[src/rtl/avl_bus_type.sv]
// Shared types, default address map and helpers for the Avalon-MM router.
package avl_bus_type;

    // Largest slave count the address-map tables can describe.
    localparam int AVL_BUS_MAX_SLAVES = 32;

    // Default map: entry 0 covers the lower half of the address space,
    // entries 1..7 each own one 64 KiB window starting at 0x8000_0000.
    localparam int AVL_BUS_ADDR_MAP_TAB_FIELD_LEN [0:31] = '{
        1, 16, 16, 16, 16, 16, 16, 16,
        0,  0,  0,  0,  0,  0,  0,  0,
        0,  0,  0,  0,  0,  0,  0,  0,
        0,  0,  0,  0,  0,  0,  0,  0
    };

    localparam int AVL_BUS_ADDR_MAP_TAB_ADDR_BLOCK [0:31] = '{
        32'h0000_0000, 32'h8000_0000, 32'h8001_0000, 32'h8002_0000,
        32'h8003_0000, 32'h8004_0000, 32'h8005_0000, 32'h8006_0000,
        0, 0, 0, 0, 0, 0, 0, 0,
        0, 0, 0, 0, 0, 0, 0, 0,
        0, 0, 0, 0, 0, 0, 0, 0
    };

    // Response bundle of one target (slave or internal error responder).
    typedef struct packed {
        logic [31:0] read_data;
        logic        read_data_valid;
        logic        wait_request;
    } avl_rsp_t;

    // Router control states.
    typedef enum logic [1:0] {
        RTR_IDLE     = 2'd0,
        RTR_WR_BURST = 2'd1,
        RTR_DRAIN    = 2'd2
    } avl_rtr_state_e;

    // True when the upper 'len' bits of addr equal those of block.
    // A zero length disables the entry; lengths above 32 compare all bits.
    function automatic logic avl_addr_match(input logic [31:0] addr,
                                            input int          len,
                                            input int          block);
        logic [31:0] mask;
        int          n;
        if (len <= 0) begin
            return 1'b0;
        end
        n    = (len > 32) ? 32 : len;
        mask = 32'hFFFF_FFFF << (32 - n);
        return ((addr ^ 32'(block)) & mask) == 32'h0;
    endfunction

    // Number of beats a burst count stands for; zero means a single beat.
    function automatic logic [7:0] avl_burst_beats(input logic [7:0] count);
        return (count == 8'd0) ? 8'd1 : count;
    endfunction

endpackage

[src/rtl/avl_bus_err_slave.sv]
// Internal responder for commands that hit no mapped slave: never stalls,
// drops writes, returns ERR_RD_DATA beats for reads and flags the access.
module avl_bus_err_slave
    import avl_bus_type::*;
#(
    parameter logic [31:0] ERR_RD_DATA = 32'h0000_0000,
    parameter int          CNT_W       = 16
) (
    input  logic       clk,
    input  logic       rst,
    input  logic       i_rd_acc,
    input  logic       i_wr_acc,
    input  logic [7:0] i_beats,
    output avl_rsp_t   o_rsp,
    output logic       o_decode_err
);

    logic [CNT_W-1:0] r_beats_left;
    logic             r_decode_err;
    logic             w_valid;

    assign w_valid = (r_beats_left != '0);

    // Beat counter: one beat leaves per cycle, accepted reads add theirs;
    // beats therefore start the cycle after acceptance.
    always_ff @(posedge clk or posedge rst) begin
        if (rst) begin
            r_beats_left <= '0;
        end else begin
            r_beats_left <= r_beats_left - CNT_W'(w_valid)
                          + (i_rd_acc ? CNT_W'(i_beats) : '0);
        end
    end

    // One-cycle error flag for every accepted unmapped command.
    always_ff @(posedge clk or posedge rst) begin
        if (rst) begin
            r_decode_err <= 1'b0;
        end else begin
            r_decode_err <= i_rd_acc | i_wr_acc;
        end
    end

    assign o_rsp = '{read_data:       (w_valid ? ERR_RD_DATA : 32'h0),
                     read_data_valid: w_valid,
                     wait_request:    1'b0};
    assign o_decode_err = r_decode_err;

endmodule

[src/rtl/avl_bus_router.sv]
// 1-master to N-slave Avalon-MM router: combinational address decode, write
// burst locking, in-order read return tracking and an unmapped-access
// responder.
module avl_bus_router
    import avl_bus_type::*;
#(
    parameter int          SLAVE_NUM                          = 8,
    parameter int          ADDR_MAP_TAB_FIELD_LEN  [0:31]     = AVL_BUS_ADDR_MAP_TAB_FIELD_LEN,
    parameter int          ADDR_MAP_TAB_ADDR_BLOCK [0:31]     = AVL_BUS_ADDR_MAP_TAB_ADDR_BLOCK,
    parameter int          MAX_RD_BEATS                       = 64,
    parameter logic [31:0] ERR_RD_DATA                        = 32'h0000_0000
) (
    input  logic                        clk,
    input  logic                        rst,
    // master side
    input  logic [31:0]                 m_address,
    input  logic [3:0]                  m_byte_en,
    input  logic                        m_read,
    input  logic                        m_write,
    input  logic [31:0]                 m_write_data,
    input  logic                        m_begin_burst_transfer,
    input  logic [7:0]                  m_burst_count,
    output logic                        m_wait_request,
    output logic [31:0]                 m_read_data,
    output logic                        m_read_data_valid,
    // slave side
    output logic [SLAVE_NUM-1:0][31:0]  s_address,
    output logic [SLAVE_NUM-1:0][3:0]   s_byte_en,
    output logic [SLAVE_NUM-1:0]        s_read,
    output logic [SLAVE_NUM-1:0]        s_write,
    output logic [SLAVE_NUM-1:0][31:0]  s_write_data,
    output logic [SLAVE_NUM-1:0]        s_begin_burst_transfer,
    output logic [SLAVE_NUM-1:0][7:0]   s_burst_count,
    input  logic [SLAVE_NUM-1:0]        s_wait_request,
    input  logic [SLAVE_NUM-1:0][31:0]  s_read_data,
    input  logic [SLAVE_NUM-1:0]        s_read_data_valid,
    output logic                        decode_err
);

    // Target index SLAVE_NUM is the internal error responder.
    localparam int SEL_W   = $clog2(SLAVE_NUM + 1);
    localparam int ERR_IDX = SLAVE_NUM;
    localparam int RB_W    = $clog2(MAX_RD_BEATS + 1);
    localparam int SUM_W   = RB_W + 9;

    avl_rtr_state_e   r_state;
    avl_rtr_state_e   w_state_next;
    logic [SEL_W-1:0] r_rd_sel;
    logic [SEL_W-1:0] r_burst_sel;
    logic [7:0]       r_burst_cnt;
    logic [RB_W-1:0]  r_rd_beats;

    logic [SEL_W-1:0] w_dec_sel;
    logic [SEL_W-1:0] w_sel;
    logic [7:0]       w_beats;
    logic             w_cmd;
    logic             w_ret;
    logic             w_conflict;
    logic             w_overflow;
    logic             w_stall;
    logic             w_tgt_wait;
    logic             w_acc;
    logic             w_rd_acc;
    logic             w_wr_acc;
    logic             w_burst_start;
    logic             w_burst_last;
    logic [SUM_W-1:0] w_rd_need;
    logic [RB_W-1:0]  w_rd_beats_next;
    logic [SLAVE_NUM-1:0] w_hit;
    avl_rsp_t         w_rsp [0:SLAVE_NUM];

    // ------------------------------------------------------------------
    // Address decode: lowest matching index wins, no match -> error target
    // ------------------------------------------------------------------
    always_comb begin
        w_dec_sel = SEL_W'(ERR_IDX);
        for (int i = SLAVE_NUM - 1; i >= 0; i--) begin
            if (avl_addr_match(m_address, ADDR_MAP_TAB_FIELD_LEN[i],
                               ADDR_MAP_TAB_ADDR_BLOCK[i])) begin
                w_dec_sel = SEL_W'(i);
            end
        end
    end

    // A write burst keeps its slave regardless of the addresses that follow.
    assign w_sel   = (r_state == RTR_WR_BURST) ? r_burst_sel : w_dec_sel;
    assign w_beats = avl_burst_beats(m_burst_count);
    assign w_cmd   = m_read | m_write;

    // A returned beat counts only from the target that owns the open reads.
    assign w_ret   = w_rsp[r_rd_sel].read_data_valid && (r_rd_beats != '0);

    // Outstanding beats if the present read were accepted this cycle.
    assign w_rd_need = SUM_W'(r_rd_beats) - SUM_W'(w_ret) + SUM_W'(w_beats);

    // FSM outputs: internal stall sources (also holds the master in reset).
    always_comb begin
        w_conflict = (r_state == RTR_IDLE) && w_cmd && (r_rd_beats != '0)
                  && (w_dec_sel != r_rd_sel);
        w_overflow = m_read && (w_rd_need > SUM_W'(MAX_RD_BEATS));
        w_stall    = rst || (r_state == RTR_DRAIN) || w_conflict || w_overflow;
    end

    assign w_tgt_wait     = w_rsp[w_sel].wait_request;
    assign m_wait_request = w_stall | w_tgt_wait;

    assign w_acc     = w_cmd & ~m_wait_request;
    assign w_rd_acc  = w_acc & m_read;
    assign w_wr_acc  = w_acc & m_write;
    assign w_burst_start = (r_state == RTR_IDLE) && w_wr_acc
                        && m_begin_burst_transfer && (m_burst_count > 8'd1);
    assign w_burst_last  = (r_state == RTR_WR_BURST) && w_wr_acc
                        && (r_burst_cnt <= 8'd1);

    assign w_rd_beats_next = r_rd_beats - RB_W'(w_ret)
                           + (w_rd_acc ? RB_W'(w_beats) : '0);

    // ------------------------------------------------------------------
    // Per-slave forwarding: data fields broadcast, strobes to the target
    // ------------------------------------------------------------------
    generate
        for (genvar gi = 0; gi < SLAVE_NUM; gi++) begin : g_slv
            assign w_hit[gi]                  = (w_sel == SEL_W'(gi)) && !w_stall;
            assign s_address[gi]              = m_address;
            assign s_byte_en[gi]              = m_byte_en;
            assign s_write_data[gi]           = m_write_data;
            assign s_burst_count[gi]          = m_burst_count;
            assign s_read[gi]                 = m_read  && w_hit[gi];
            assign s_write[gi]                = m_write && w_hit[gi];
            assign s_begin_burst_transfer[gi] = m_begin_burst_transfer && w_hit[gi];
            assign w_rsp[gi] = '{read_data:       s_read_data[gi],
                                 read_data_valid: s_read_data_valid[gi],
                                 wait_request:    s_wait_request[gi]};
        end
    endgenerate

    avl_bus_err_slave #(
        .ERR_RD_DATA (ERR_RD_DATA),
        .CNT_W       (SUM_W)
    ) u_err_slave (
        .clk          (clk),
        .rst          (rst),
        .i_rd_acc     (w_rd_acc && (w_sel == SEL_W'(ERR_IDX))),
        .i_wr_acc     (w_wr_acc && (w_sel == SEL_W'(ERR_IDX))),
        .i_beats      (w_beats),
        .o_rsp        (w_rsp[ERR_IDX]),
        .o_decode_err (decode_err)
    );

    // Read data path: muxed from the owner of the open reads, zero otherwise.
    assign m_read_data_valid = w_ret;
    assign m_read_data       = w_ret ? w_rsp[r_rd_sel].read_data : 32'h0;

    // ------------------------------------------------------------------
    // Control FSM
    // ------------------------------------------------------------------
    // FSM state register.
    always_ff @(posedge clk or posedge rst) begin
        if (rst) begin
            r_state <= RTR_IDLE;
        end else begin
            r_state <= w_state_next;
        end
    end

    // FSM next state: lock on multi-beat write bursts, drain before
    // switching away from the target that still owes read beats.
    always_comb begin
        w_state_next = r_state;
        case (r_state)
            RTR_IDLE: begin
                if (w_burst_start) begin
                    w_state_next = RTR_WR_BURST;
                end else if (w_conflict && (w_rd_beats_next != '0)) begin
                    w_state_next = RTR_DRAIN;
                end
            end
            RTR_WR_BURST: begin
                if (w_burst_last) begin
                    w_state_next = RTR_IDLE;
                end
            end
            RTR_DRAIN: begin
                if (w_rd_beats_next == '0) begin
                    w_state_next = RTR_IDLE;
                end
            end
            default: w_state_next = RTR_IDLE;
        endcase
    end

    // Write burst beat counter and locked target.
    always_ff @(posedge clk or posedge rst) begin
        if (rst) begin
            r_burst_cnt <= 8'd0;
            r_burst_sel <= '0;
        end else if (w_burst_start) begin
            r_burst_cnt <= m_burst_count - 8'd1;
            r_burst_sel <= w_sel;
        end else if ((r_state == RTR_WR_BURST) && w_wr_acc) begin
            r_burst_cnt <= r_burst_cnt - 8'd1;
        end
    end

    // Outstanding read beats and the target they belong to.
    always_ff @(posedge clk or posedge rst) begin
        if (rst) begin
            r_rd_beats <= '0;
            r_rd_sel   <= '0;
        end else begin
            r_rd_beats <= w_rd_beats_next;
            if (w_rd_acc) begin
                r_rd_sel <= w_sel;
            end
        end
    end

endmodule
[config.mk]
export PLATFORM = sky130hd
export DESIGN_NAME = avl_bus_router
export DESIGN_NICKNAME = d
export VERILOG_FILES = /design/src/rtl/avl_bus_type.sv /design/src/rtl/avl_bus_err_slave.sv /design/src/rtl/avl_bus_router.sv
export SDC_FILE = /design/constraint.sdc
export NUM_CORES = 1
export LEC_CHECK = 0
export CELL_PAD_IN_SITES_DETAIL_PLACEMENT = 1
export CELL_PAD_IN_SITES_GLOBAL_PLACEMENT = 2
export CORE_AREA = 2 2 392 394
export CTS_CLUSTER_DIAMETER = 40
export DETAILED_ROUTE_END_ITERATION = 8
export DIE_AREA = 0 0 394 396
export PLACE_DENSITY_LB_ADDON = 0.1
export SETUP_SLACK_MARGIN = 0.2
export SLEW_MARGIN = 20
export SYNTH_ARGS = -nofsm -noshare
export SYNTH_HDL_FRONTEND = slang
export SYNTH_HIERARCHICAL = 1
export SYNTH_SLANG_ARGS = --single-unit
[constraint.sdc]
create_clock -name clk -period 10.4 [get_ports clk]
set_clock_uncertainty 0.1 [all_clocks]
set_input_delay 3.12 -clock clk [delete_from_list [all_inputs] [get_ports clk]]
set_output_delay 3.12 -clock clk [all_outputs]
set_load 0.03 [all_outputs]
== Word-level counts from Yosys, hierarchy flattened ==
Cells that the tools add are included.
Storage, ports and cells
  flip-flop bits (word level): 42
  input port bits: 353
  output and inout port bits: 667
  word-level logic and storage cells: 142
Operators by class
  add/subtract/negate cells: 8
  order comparisons: 5
  equal/unequal tests: 14
  multiplexer cells: 26
  bitwise gates (word level): 16
  reduce and logical (&&, ||, !) cells: 66
Operators by type and width (number)
  34-bit binary-select mux with 4-bit select: 2
  32-bit logical NOT: 8
  34-bit 2-to-1 mux: 2
  1-bit logical AND: 45
  4-bit 2-to-1 mux: 9
  32-bit 2-to-1 mux: 1
  8-bit 2-to-1 mux: 4
  16-bit adder: 1
  4-bit by 3-bit == test with 1-bit output (second input constant): 4
  16-bit by 7-bit greater-than comparator with 1-bit output (second input constant): 1
  16-bit nonzero test: 1
  16-bit by 1-bit subtractor with 16-bit output: 1
  8-bit by 1-bit subtractor with 8-bit output (second input constant): 2
  7-bit nonzero test: 2
  8-bit by 9-bit adder with 10-bit output: 1
  5-bit greater-or-equal comparator (second input constant): 2
  4-bit NOT with 5-bit output: 2
  3-bit NOT: 3
  4-bit by 2-bit == test with 1-bit output (second input constant): 2
  8-bit by 1-bit greater-than comparator with 1-bit output (second input constant): 1
  8-bit by 1-bit <= comparator with 1-bit output (second input constant): 1
  8-bit logical NOT: 1
  2-bit 2-to-1 mux: 4
  7-bit by 1-bit subtractor with 8-bit output: 1
  24 further kinds: 34

== Logic depth before layout (Yosys ltp) ==
Gate-level depths: netlist (run 1).
  depth in word-level cells: 26
  gate-level depth with buffers: 38
  depth with buffers taken out: 34

== Modules after synthesis ==
Netlist (run 1), hierarchy kept.
By module, submodules not included
  avl_bus_router: times used 1, cells each 1208, area an instance 9836.9 sq um, sequential area each 625.6 sq um
  avl_bus_err_slave: times used 1, cells each 221, area an instance 1861.8 sq um, sequential area each 425.4 sq um

== Worst setup path after synthesis (run 1) ==
Ideal clock, no wire load.
  path kind: input-to-output
  from: in s_read_data_valid[7]
  to: out s_write[4]
  data arrival time: 7.490 ns
  required time: 7.180 ns
  path slack: -0.310 ns
  cell stages on the path: 20
  path buffers: 1
  cells stage by stage: mux4_2 mux2i_1 o21ai_0 nand2_1 clkbuf_1 inv_1 ha_1 inv_1 ha_1 inv_1 fa_1 nand2b_1 a21oi_1 or2_2 o2111ai_1 a311o_1 a211oi_4 nor2b_1 nand2_1 nor2_1
On the way
  word-level cells in the longest chain between the ends: 12
RTL lines
  start, declared: RTL line avl_bus_router.sv:36  | input logic [SLAVE_NUM-1:0] s_read_data_valid,
  34-bit binary-select mux with 4-bit select: RTL line avl_bus_router.sv:91  | assign w_ret = w_rsp[r_rd_sel].read_data_valid && (r_rd_beats != '0);
  34-bit 2-to-1 mux (2 in a row)
  1-bit logical AND: RTL line avl_bus_router.sv:91
  net m_read_data_valid: RTL line avl_bus_router.sv:25  | output logic m_read_data_valid,
  7-bit by 1-bit subtractor with 8-bit output: RTL line avl_bus_router.sv:94  | assign w_rd_need = SUM_W'(r_rd_beats) - SUM_W'(w_ret) + SUM_W'(w_beats);
  8-bit by 9-bit adder with 10-bit output: RTL line avl_bus_router.sv:94
  16-bit by 7-bit greater-than comparator with 1-bit output: RTL line avl_bus_router.sv:100  | w_overflow = m_read && (w_rd_need > SUM_W'(MAX_RD_BEATS));
  1-bit logical AND: RTL line avl_bus_router.sv:100
  1-bit logical OR: RTL line avl_bus_router.sv:101  | w_stall = rst || (r_state == RTR_DRAIN) || w_conflict || w_overflow;
  1-bit logical NOT: RTL line avl_bus_router.sv:123  | assign w_hit[gi] = (w_sel == SEL_W'(gi)) && !w_stall;
  1-bit logical AND: RTL line avl_bus_router.sv:123
  1-bit logical AND: RTL line avl_bus_router.sv:129  | assign s_write[gi] = m_write && w_hit[gi];
  end, declared: RTL line avl_bus_router.sv:30  | output logic [SLAVE_NUM-1:0] s_write,
The timed path passes the listed nets, and every way through them passes these cells. The select of a mux whose other input is x is not followed.

== Worst setup path in the final report (run 1) ==
  from: in s_read_data_valid[7]
  to: out s_write[4]
On the way
  word-level cells in the longest chain between the ends: 12
RTL lines (RTL line)
  34-bit binary-select mux with 4-bit select: avl_bus_router.sv:91
  34-bit 2-to-1 mux (2 in a row)
  1-bit logical AND: avl_bus_router.sv:91
  7-bit by 1-bit subtractor with 8-bit output: avl_bus_router.sv:94
  8-bit by 9-bit adder with 10-bit output: avl_bus_router.sv:94
  16-bit by 7-bit greater-than comparator with 1-bit output: avl_bus_router.sv:100
  1-bit logical AND: avl_bus_router.sv:100
  1-bit logical OR: avl_bus_router.sv:101
  1-bit logical NOT: avl_bus_router.sv:123
  1-bit logical AND: avl_bus_router.sv:123
  1-bit logical AND: avl_bus_router.sv:129
Every way passes these cells. The select of a mux whose other input is x is not followed.

==> metrics.csv, run 1 <==
stage,metric,value,unit
timing,Slew @ Worst Pin,0.9450,ns
clock_network,CTS tree,built,
clock_network,Worst-Skew Late Latency,0.32,ns
grt,first-pass GRT wire length,83.45,mm
clock_network,CTS Root Cell,clkbuf_16,
floorplan,Chip Width,394,um
yosys,Yosys warnings,6,
critical_path,CP Capture Point,s_write[4],
floorplan,die footprint,156000,sq um
timing,achievable clock frequency,95.51,MHz
yosys,Async SR Flop Fraction,1.000,
timing,unrepaired setup endpoints after global routing,true,
grt,met3 GRT Util,0.02080,
floorplan,total I/O pin count,1020,
yosys,"Seq/Total Area, Yosys",0.08984,
pwr,PwrDens,215.5,nW/um^2
timing,Worst Slack Setup Final,-0.07007,ns
timing,setup tns final,-0.8184,ns
cells_and_area,share of layout cells above drive strength 1,0.1902,
timing,Tmin final,10.47,ns
detailed_routing,vias per cell,2.577,
grt,global routing's busiest layer,met2,
detailed_routing,Iteration-0 DRC Markers,315,
clock_network,Clock Path Buffers,2,
critical_path,FF-to-FF End,u_err_slave/r_beats_left[14],
place,Routability Congestion,0.7625,
detailed_routing,post-route ant nets,0,
timing,Final Hold Fails,0,
detailed_routing,via count,8887,
critical_path,cells on worst reg2reg path,33,
grt,GRT Util Overall,0.07500,
yosys,Post-synth EDFFs,0,
pwr,Static Leakage,0.005684,uW
place,IO Port Bufs,551,
timing,slew margin rel.,0.3700,
yosys,syn_area_per_cell,8.187,sq um
grt,grt total ovfl,0,
cells_and_area,Final Cell Area,16060,sq um
outcome,outcome,"finished, violations left",
clock_network,Post-CTS Hold Buffers,0,
floorplan,core area,151500,sq um
timing,endpoints failing setup,24,
yosys,synth unique cells,76,
yosys,synthesized cell area,11700,sq um
timing,fin. max-slew vios,0,
hold_path,Worst Hold Class,reg -> reg,
place,Area after DPL,15690,sq um
critical_path,R2R Setup Slk,3.06,ns
cells_and_area,fillers,17870,
yosys,"FF+latch count, synth",42,
critical_path,critical path peak fanout,4,
clock_network,H-Tree Depth,2,
timing,Final period util,1.007,
clock_network,CTS sink count,42,
detailed_routing,Total Routed Length,60.87,mm
floorplan,Initial Util,0.07720,
critical_path,Worst Setup Start Kind,input pin,
critical_path,Worst Path Arrival,7.25,ns
yosys,cell count after synthesis,1429,
cells_and_area,Layout area overhead,37.29,%
critical_path,endpoint type of the worst setup path,primary output,
critical_path,launch point of the worst reg-to-reg path,r_rd_sel[0],
critical_path,crit path launch,s_read_data_valid[7],
place,Post-DP HPWL,52.17,mm
pwr,worst vdd ir,0.1226,mV
clock_network,Num CTS Buffers,5,
grt,largest net degree at the start of global routing,44,
grt,grt met2 use,0.1294,
grt,initial antenna violation count,15,
critical_path,"Req. time, crit path",7.18,ns
grt,GRT met1 Usage,0.09350,
floorplan,die span in y,396,um
yosys,predominant post-synthesis flop cell,dfrtp_1,
grt,vias in the first global route,9733,
detailed_routing,DRC Markers,0,
detailed_routing,WL/cell,17.65,um
flow_run,MaxCap Viol Count,0,
critical_path,critical path type,in -> out,
cells_and_area,"most common cell after layout, fill and taps aside",clkdlybuf4s50_1,
detailed_routing,TritonRoute pass-1 iters,4,
floorplan,# rows,143,
clock_network,"CTS clk-pin slew, worst paths",0.07,ns
outcome,failing checks,negative setup slack,
cells_and_area,"commonest cells after routing, fill and taps aside","518 x clkdlybuf4s50_1, 92 x nor2_1, 80 x buf_4, 76 x inv_1, 66 x mux4_2",
cells_and_area,Final #Nets,1823,
## synthesized netlist by cell type, types with 5 or more instances
cell type	count	area share
nor2b_1	10	0.0053
a2bb2oi_1	5	0.0037
nand2_1	61	0.020
buf_4	644	0.41
o21ai_0	11	0.0047
dfrtp_1	42	0.090
mux4_2	66	0.13
o31ai_1	7	0.0045
nand3_1	12	0.0051
a31oi_1	7	0.0037
nand4_1	6	0.0032
ha_1	54	0.058
xnor2_1	26	0.019
o211ai_1	5	0.0032
o21a_1	6	0.0038
mux2i_1	43	0.037
buf_1	11	0.0035
a21oi_1	65	0.028
xor2_1	11	0.0082
a21o_1	9	0.0058
inv_1	79	0.025
nor3_1	14	0.0060
clkbuf_1	27	0.0087
nor2_1	116	0.037
nand2b_1	6	0.0032
## what timing repair did
action,4_1_cts,5_1_grt
buffers inserted,2,1
endpoints found under the setup margin,25,25
resized for setup,70,4
pin swaps,16,6
cloned,0,0
## state kept, by name, indices dropped and copies added, names as in the netlist
signal                    cells
u_err_slave/r_beats_left     16
r_burst_cnt                   8
r_rd_beats                    7
r_burst_sel                   4
r_rd_sel                      4
r_state                       2
u_err_slave/o_decode_err      1
## metal layers
layer / vias up / wire, um / part of all wire
li1: 4085 / - / -
met2: 423 / 29930 / 0.49
met4: 10 / 900 / 0.015
met3: 89 / 4320 / 0.071
met1: 4280 / 25640 / 0.42
met5: - / 69 / 0.0011
## logic make-up (layout without fill, tap and decap cells)
family | Yosys count | count (layout) | synth area share
simple gates | 270 | 270 | 0.1153
compound gates | 144 | 144 | 0.08289
other cells | 1 | 37 | 0.0003205
xor+xnor | 37 | 37 | 0.02770
fa+ha+maj | 57 | 57 | 0.06289
flops | 42 | 42 | 0.08984
buf+inv | 766 | 719 | 0.4540
mux | 112 | 112 | 0.1671
## worst min-delay path by stage
stage | startpoint | endpoint | slack (ns) | cells past startpoint
4_1_cts | u_err_slave/r_beats_left[0] | u_err_slave/r_beats_left[0] | 0.42 | 1
3_3_place_gp | u_err_slave/r_beats_left[0] | u_err_slave/r_beats_left[0] | 0.40 | 1
3_5_place_dp | u_err_slave/r_beats_left[0] | u_err_slave/r_beats_left[0] | 0.40 | 1
6_report | u_err_slave/r_beats_left[0] | u_err_slave/r_beats_left[0] | 0.41 | 1
5_1_grt | u_err_slave/r_beats_left[0] | u_err_slave/r_beats_left[0] | 0.45 | 1
2_1_floorplan | r_burst_cnt[1] | r_burst_cnt[1] | 0.37 | 2
## critical path, cell delays in order
cell,delay (ns)
buf_6,0.09
mux4_2,0.50
mux2i_4,0.25
buf_6,0.14
o21ai_2,0.05
nand2_2,0.14
inv_8,0.05
ha_4,0.22
inv_4,0.05
ha_4,0.12
inv_2,0.04
fa_2,0.38
nand2b_4,0.18
a21oi_4,0.18
or2_4,0.15
o2111ai_2,0.12
a311o_1,0.42
a211oi_4,0.31
nor2b_4,0.31
nand2_4,0.13
nor2_4,0.15
buf_6,0.15
## cell type report
type | count | area [sq um] | area share
multi-input cells | 653 | 5851 | 0.3643
diodes | 4 | 10.01 | 0.0006232
clock buffers | 7 | 142.6 | 0.008881
well taps | 2030 | 2540 | 0.1581
inverters | 79 | 306.5 | 0.01909
clock inverters | 1 | 5.005 | 0.0003116
repair buffers | 632 | 6143 | 0.3825
flip-flops and latches | 42 | 1064 | 0.06621
## through the flow
step	total power [uW]	worst slack, ns	hold WS, ns	utilization	std cells
CTS	3575	-0.1792	0.4186	0.1057	3443
detailed placement	3324	-0.8893	0.3995	0.1035	3433
global route	3822	-0.3141	0.4529	0.1059	3445
floorplan	2387	0.2072	0.3713	-	1461
global placement	3356	-0.8009	0.3984	0.1035	3433
finish	3462	-0.07007	0.4138	0.1060	3448
## power breakdown
part           internal (uW)  switching [uW]
combinational           1300            1640
clock                   96.1            86.6
sequential               237            96.1
total                   1640            1830
Power figures use the tool's default switching activity.
==> run 2: changes to the inputs <==
--- a/config.mk
+++ b/config.mk
@@ -9,6 +9,7 @@
 export CELL_PAD_IN_SITES_GLOBAL_PLACEMENT = 2
 export CORE_AREA = 2 2 392 394
 export CTS_CLUSTER_DIAMETER = 40
+export CTS_CLUSTER_SIZE = 30
 export DETAILED_ROUTE_END_ITERATION = 8
 export DIE_AREA = 0 0 394 396
 export PLACE_DENSITY_LB_ADDON = 0.1
==> results of run 2 <==
No change in the layout: final DEF, timing and power equal those of run 1.
==> run 3: changes to the inputs <==
--- a/config.mk
+++ b/config.mk
@@ -13,7 +13,6 @@
 export DETAILED_ROUTE_END_ITERATION = 8
 export DIE_AREA = 0 0 394 396
 export PLACE_DENSITY_LB_ADDON = 0.1
-export SETUP_SLACK_MARGIN = 0.2
 export SLEW_MARGIN = 20
 export SYNTH_ARGS = -nofsm -noshare
 export SYNTH_HDL_FRONTEND = slang
==> run 3 against run 2 <==
Against the previous run: the run still ends with negative setup slack left; sequential share of layout area barely moved; critical path depth increased by 2; clock-buffer cell count is 2 lower; routed wire length rose by 6.7%; flip-flop and latch count unchanged; first-iteration DRC count down 4.1%; clock power about the same; sequential power decreased by 5%; largest power group unchanged.
==> metrics.csv, run 3 (synthesized netlist as in run 1, its figures left out) <==
stage,metric,value,unit
clock_network,CTS sink count,42,
timing,hold slack final,0.4235,ns
clock_network,Num CTS Buffers,5,
clock_network,Clock Path Buffers,2,
timing,unrepaired setup endpoints after global routing,true,
critical_path,R2R Setup Slk,3.40,ns
critical_path,Worst Setup Start Kind,input pin,
critical_path,CP most frequent cell,buf_4,
critical_path,critical path type,in -> out,
timing,achievable clock frequency,95.88,MHz
clock_network,Worst-Skew Late Latency,0.32,ns
critical_path,critical path peak fanout,4,
hold_path,Worst Hold Class,reg -> reg,
critical_path,"Req. time, crit path",7.18,ns
cells_and_area,share of layout cells above drive strength 1,0.2007,
critical_path,crit path launch,s_read_data_valid[7],
critical_path,Levels on crit path,24,
grt,vias in the first global route,9713,
cells_and_area,Final #Nets,1829,
timing,Tmin final,10.43,ns
critical_path,CP Buf/Inv Count,7,
pwr,PwrDens,218.3,nW/um^2
floorplan,Initial Util,0.07720,
grt,first-pass GRT wire length,86.65,mm
critical_path,Worst Path Arrival,7.21,ns
clock_network,CTS Root Cell,clkbuf_16,
outcome,outcome,"finished, violations left",
critical_path,Worst path max stage delay,0.46,ns
floorplan,total I/O pin count,1020,
pwr,Pint,1669,uW
detailed_routing,post-route ant nets,0,
pwr,Comb power frac,0.858,
clock_network,CTS tree,built,
grt,grt total ovfl,0,
timing,Worst Slack Setup Final,-0.02963,ns
place,Routability Congestion,0.7478,
detailed_routing,Total Routed Length,64.96,mm
cells_and_area,Final Cell Area,16120,sq um
place,DP Cell Count,3436,
floorplan,# rows,143,
place,Area after DPL,15530,sq um
critical_path,CP Capture Point,s_write[5],
cells_and_area,sequential cell area,1064,sq um
cells_and_area,"commonest cells after routing, fill and taps aside","518 x clkdlybuf4s50_1, 91 x nor2_1, 86 x buf_4, 76 x inv_1, 66 x mux4_2",
timing,setup tns final,-0.1658,ns
timing,slew margin rel.,0.4212,
timing,endpoints failing setup,10,
grt,initial antenna violation count,21,
critical_path,"Slowest-stage cell, CP",mux4_2,
cells_and_area,"most common cell after layout, fill and taps aside",clkdlybuf4s50_1,
floorplan,die span in y,396,um
cells_and_area,Layout area overhead,37.78,%
critical_path,endpoint type of the worst setup path,primary output,
critical_path,FF-to-FF End,u_err_slave/r_beats_left[8],
detailed_routing,WL/cell,18.79,um
pwr,worst vdd ir,0.08914,mV
cells_and_area,largest reg by FF count,u_err_slave/r_beats_left,
critical_path,CP cell instances,"buf_6, mux4_2, mux2i_1, buf_4, o21ai_4, nand2_2, inv_4, ha_4, nor2b_4, xnor2_2, ha_2, buf_4, nand2b_1, a21oi_2, buf_4, nor4_1, o21ai_0, a311o_1, a211oi_4, nor2b_4, nand2_2, buf_12, nor2_4, buf_6",
floorplan,Chip Width,394,um
cells_and_area,Largest regs,"u_err_slave/r_beats_left: 16 flops, r_burst_cnt: 8 flops, r_rd_beats: 7 flops",
detailed_routing,Iteration-0 DRC Markers,302,
place,Post-DP HPWL,56.10,mm
critical_path,Worst path top cell family by delay,simple AND/OR/NAND/NOR gates,
timing,Final period util,1.003,
detailed_routing,vias per cell,2.609,
detailed_routing,via count,9017,
critical_path,cells on worst reg2reg path,34,
timing,fin. max-slew vios,0,
grt,largest net degree at the start of global routing,41,
clock_network,H-Tree Depth,2,
cells_and_area,max reg flops,16,
timing,Final Hold Fails,0,
pwr,Static Leakage,0.005698,uW
detailed_routing,TritonRoute pass-1 iters,4,
flow_run,MaxCap Viol Count,0,
critical_path,launch point of the worst reg-to-reg path,u_err_slave/r_beats_left[14],
floorplan,die footprint,156000,sq um
cells_and_area,fillers,17830,
detailed_routing,DRC Markers,0,
outcome,failing checks,negative setup slack,
pwr,Sw Ratio,0.5257,
grt,GRT Util Overall,0.07920,
cells_and_area,area of the multi-input gates,5856,sq um
pwr,Seq pwr share,0.089,
pwr,P_sw,1850,uW
cells_and_area,"non-filler cells, final",3456,
cells_and_area,fin util,0.1064,
clock_network,"CTS clk-pin slew, worst paths",0.07,ns
floorplan,core area,151500,sq um
pwr,clock network power share,0.052,
place,IO Port Bufs,551,
timing,Slew @ Worst Pin,0.8681,ns
run 3: power groups by stage:
| stage | Combinational, uW | Sequential [uW] | Clock [uW] |
|---|---|---|---|
| floorplan | 2070 | 264 | 0 |
| global placement | 2980 | 327 | 0 |
| detailed placement | 2950 | 326 | 0 |
| CTS | 3050 | 323 | 199 |
| global route | 3350 | 331 | 204 |
| finish | 3020 | 315 | 184 |
run 3: worst register-to-register path, delay by kind of cell (launching register included):
family	cells	cell delay [ns]
and+or+nand+nor	12	2.69
adders and majority gates	5	1.31
AOI/OAI and AO/OA	8	1.30
buffers and inverters	8	0.96
DFF	1	0.36
xor gates and xnor gates	1	0.17
run 3: routing by layer:
| metal | vias up | GRT usage | routed length [um] | part of all wire |
|---|---|---|---|---|
| met5 | - | 0 | 56 | 0.00086 |
| met4 | 10 | 0.01122 | 930 | 0.014 |
| met3 | 92 | 0.02536 | 4535 | 0.070 |
| met2 | 447 | 0.1381 | 32170 | 0.50 |
| met1 | 4385 | 0.09634 | 27260 | 0.42 |
| li1 | 4083 | - | - | - |
run 3: worst min-delay path by stage:
stage,startpoint,endpoint,slack [ns],cells past startpoint
floorplan,r_burst_cnt[1],r_burst_cnt[1],0.37,2
global placement,r_burst_cnt[1],r_burst_cnt[1],0.41,2
detailed placement,u_err_slave/r_beats_left[0],u_err_slave/r_beats_left[0],0.40,1
CTS,u_err_slave/r_beats_left[0],u_err_slave/r_beats_left[0],0.43,1
global route,u_err_slave/r_beats_left[0],u_err_slave/r_beats_left[0],0.45,1
finish,u_err_slave/r_beats_left[0],u_err_slave/r_beats_left[0],0.42,1
run 3: layout make-up:
cell class / count / share of cell area
repair buffers: 638 / 0.3843
clock buffers: 5 / 0.007763
inverters: 79 / 0.01871
clock inverters: 3 / 0.001475
well taps: 2030 / 0.1576
multi-input cells: 653 / 0.3633
diodes: 6 / 0.0009315
flip-flops and latches: 42 / 0.06598
run 3: stage by stage:
| stage | power, uW | setup WS, ns |
|---|---|---|
| after floorplan | 2333 | -0.01117 |
| after global placement | 3305 | -1.001 |
| after detailed placement | 3275 | -1.076 |
| after CTS | 3571 | -0.1522 |
| after global routing | 3884 | -0.3413 |
| final | 3518 | -0.02963 |
run 3: repair_timing:
action | 4_1_cts | 5_1_grt
setup endpoints to repair | 25 | 25
buffers inserted | 2 | 4
resized for setup | 87 | 30
pin swaps | 16 | 16
hold buffers | 0 | 0
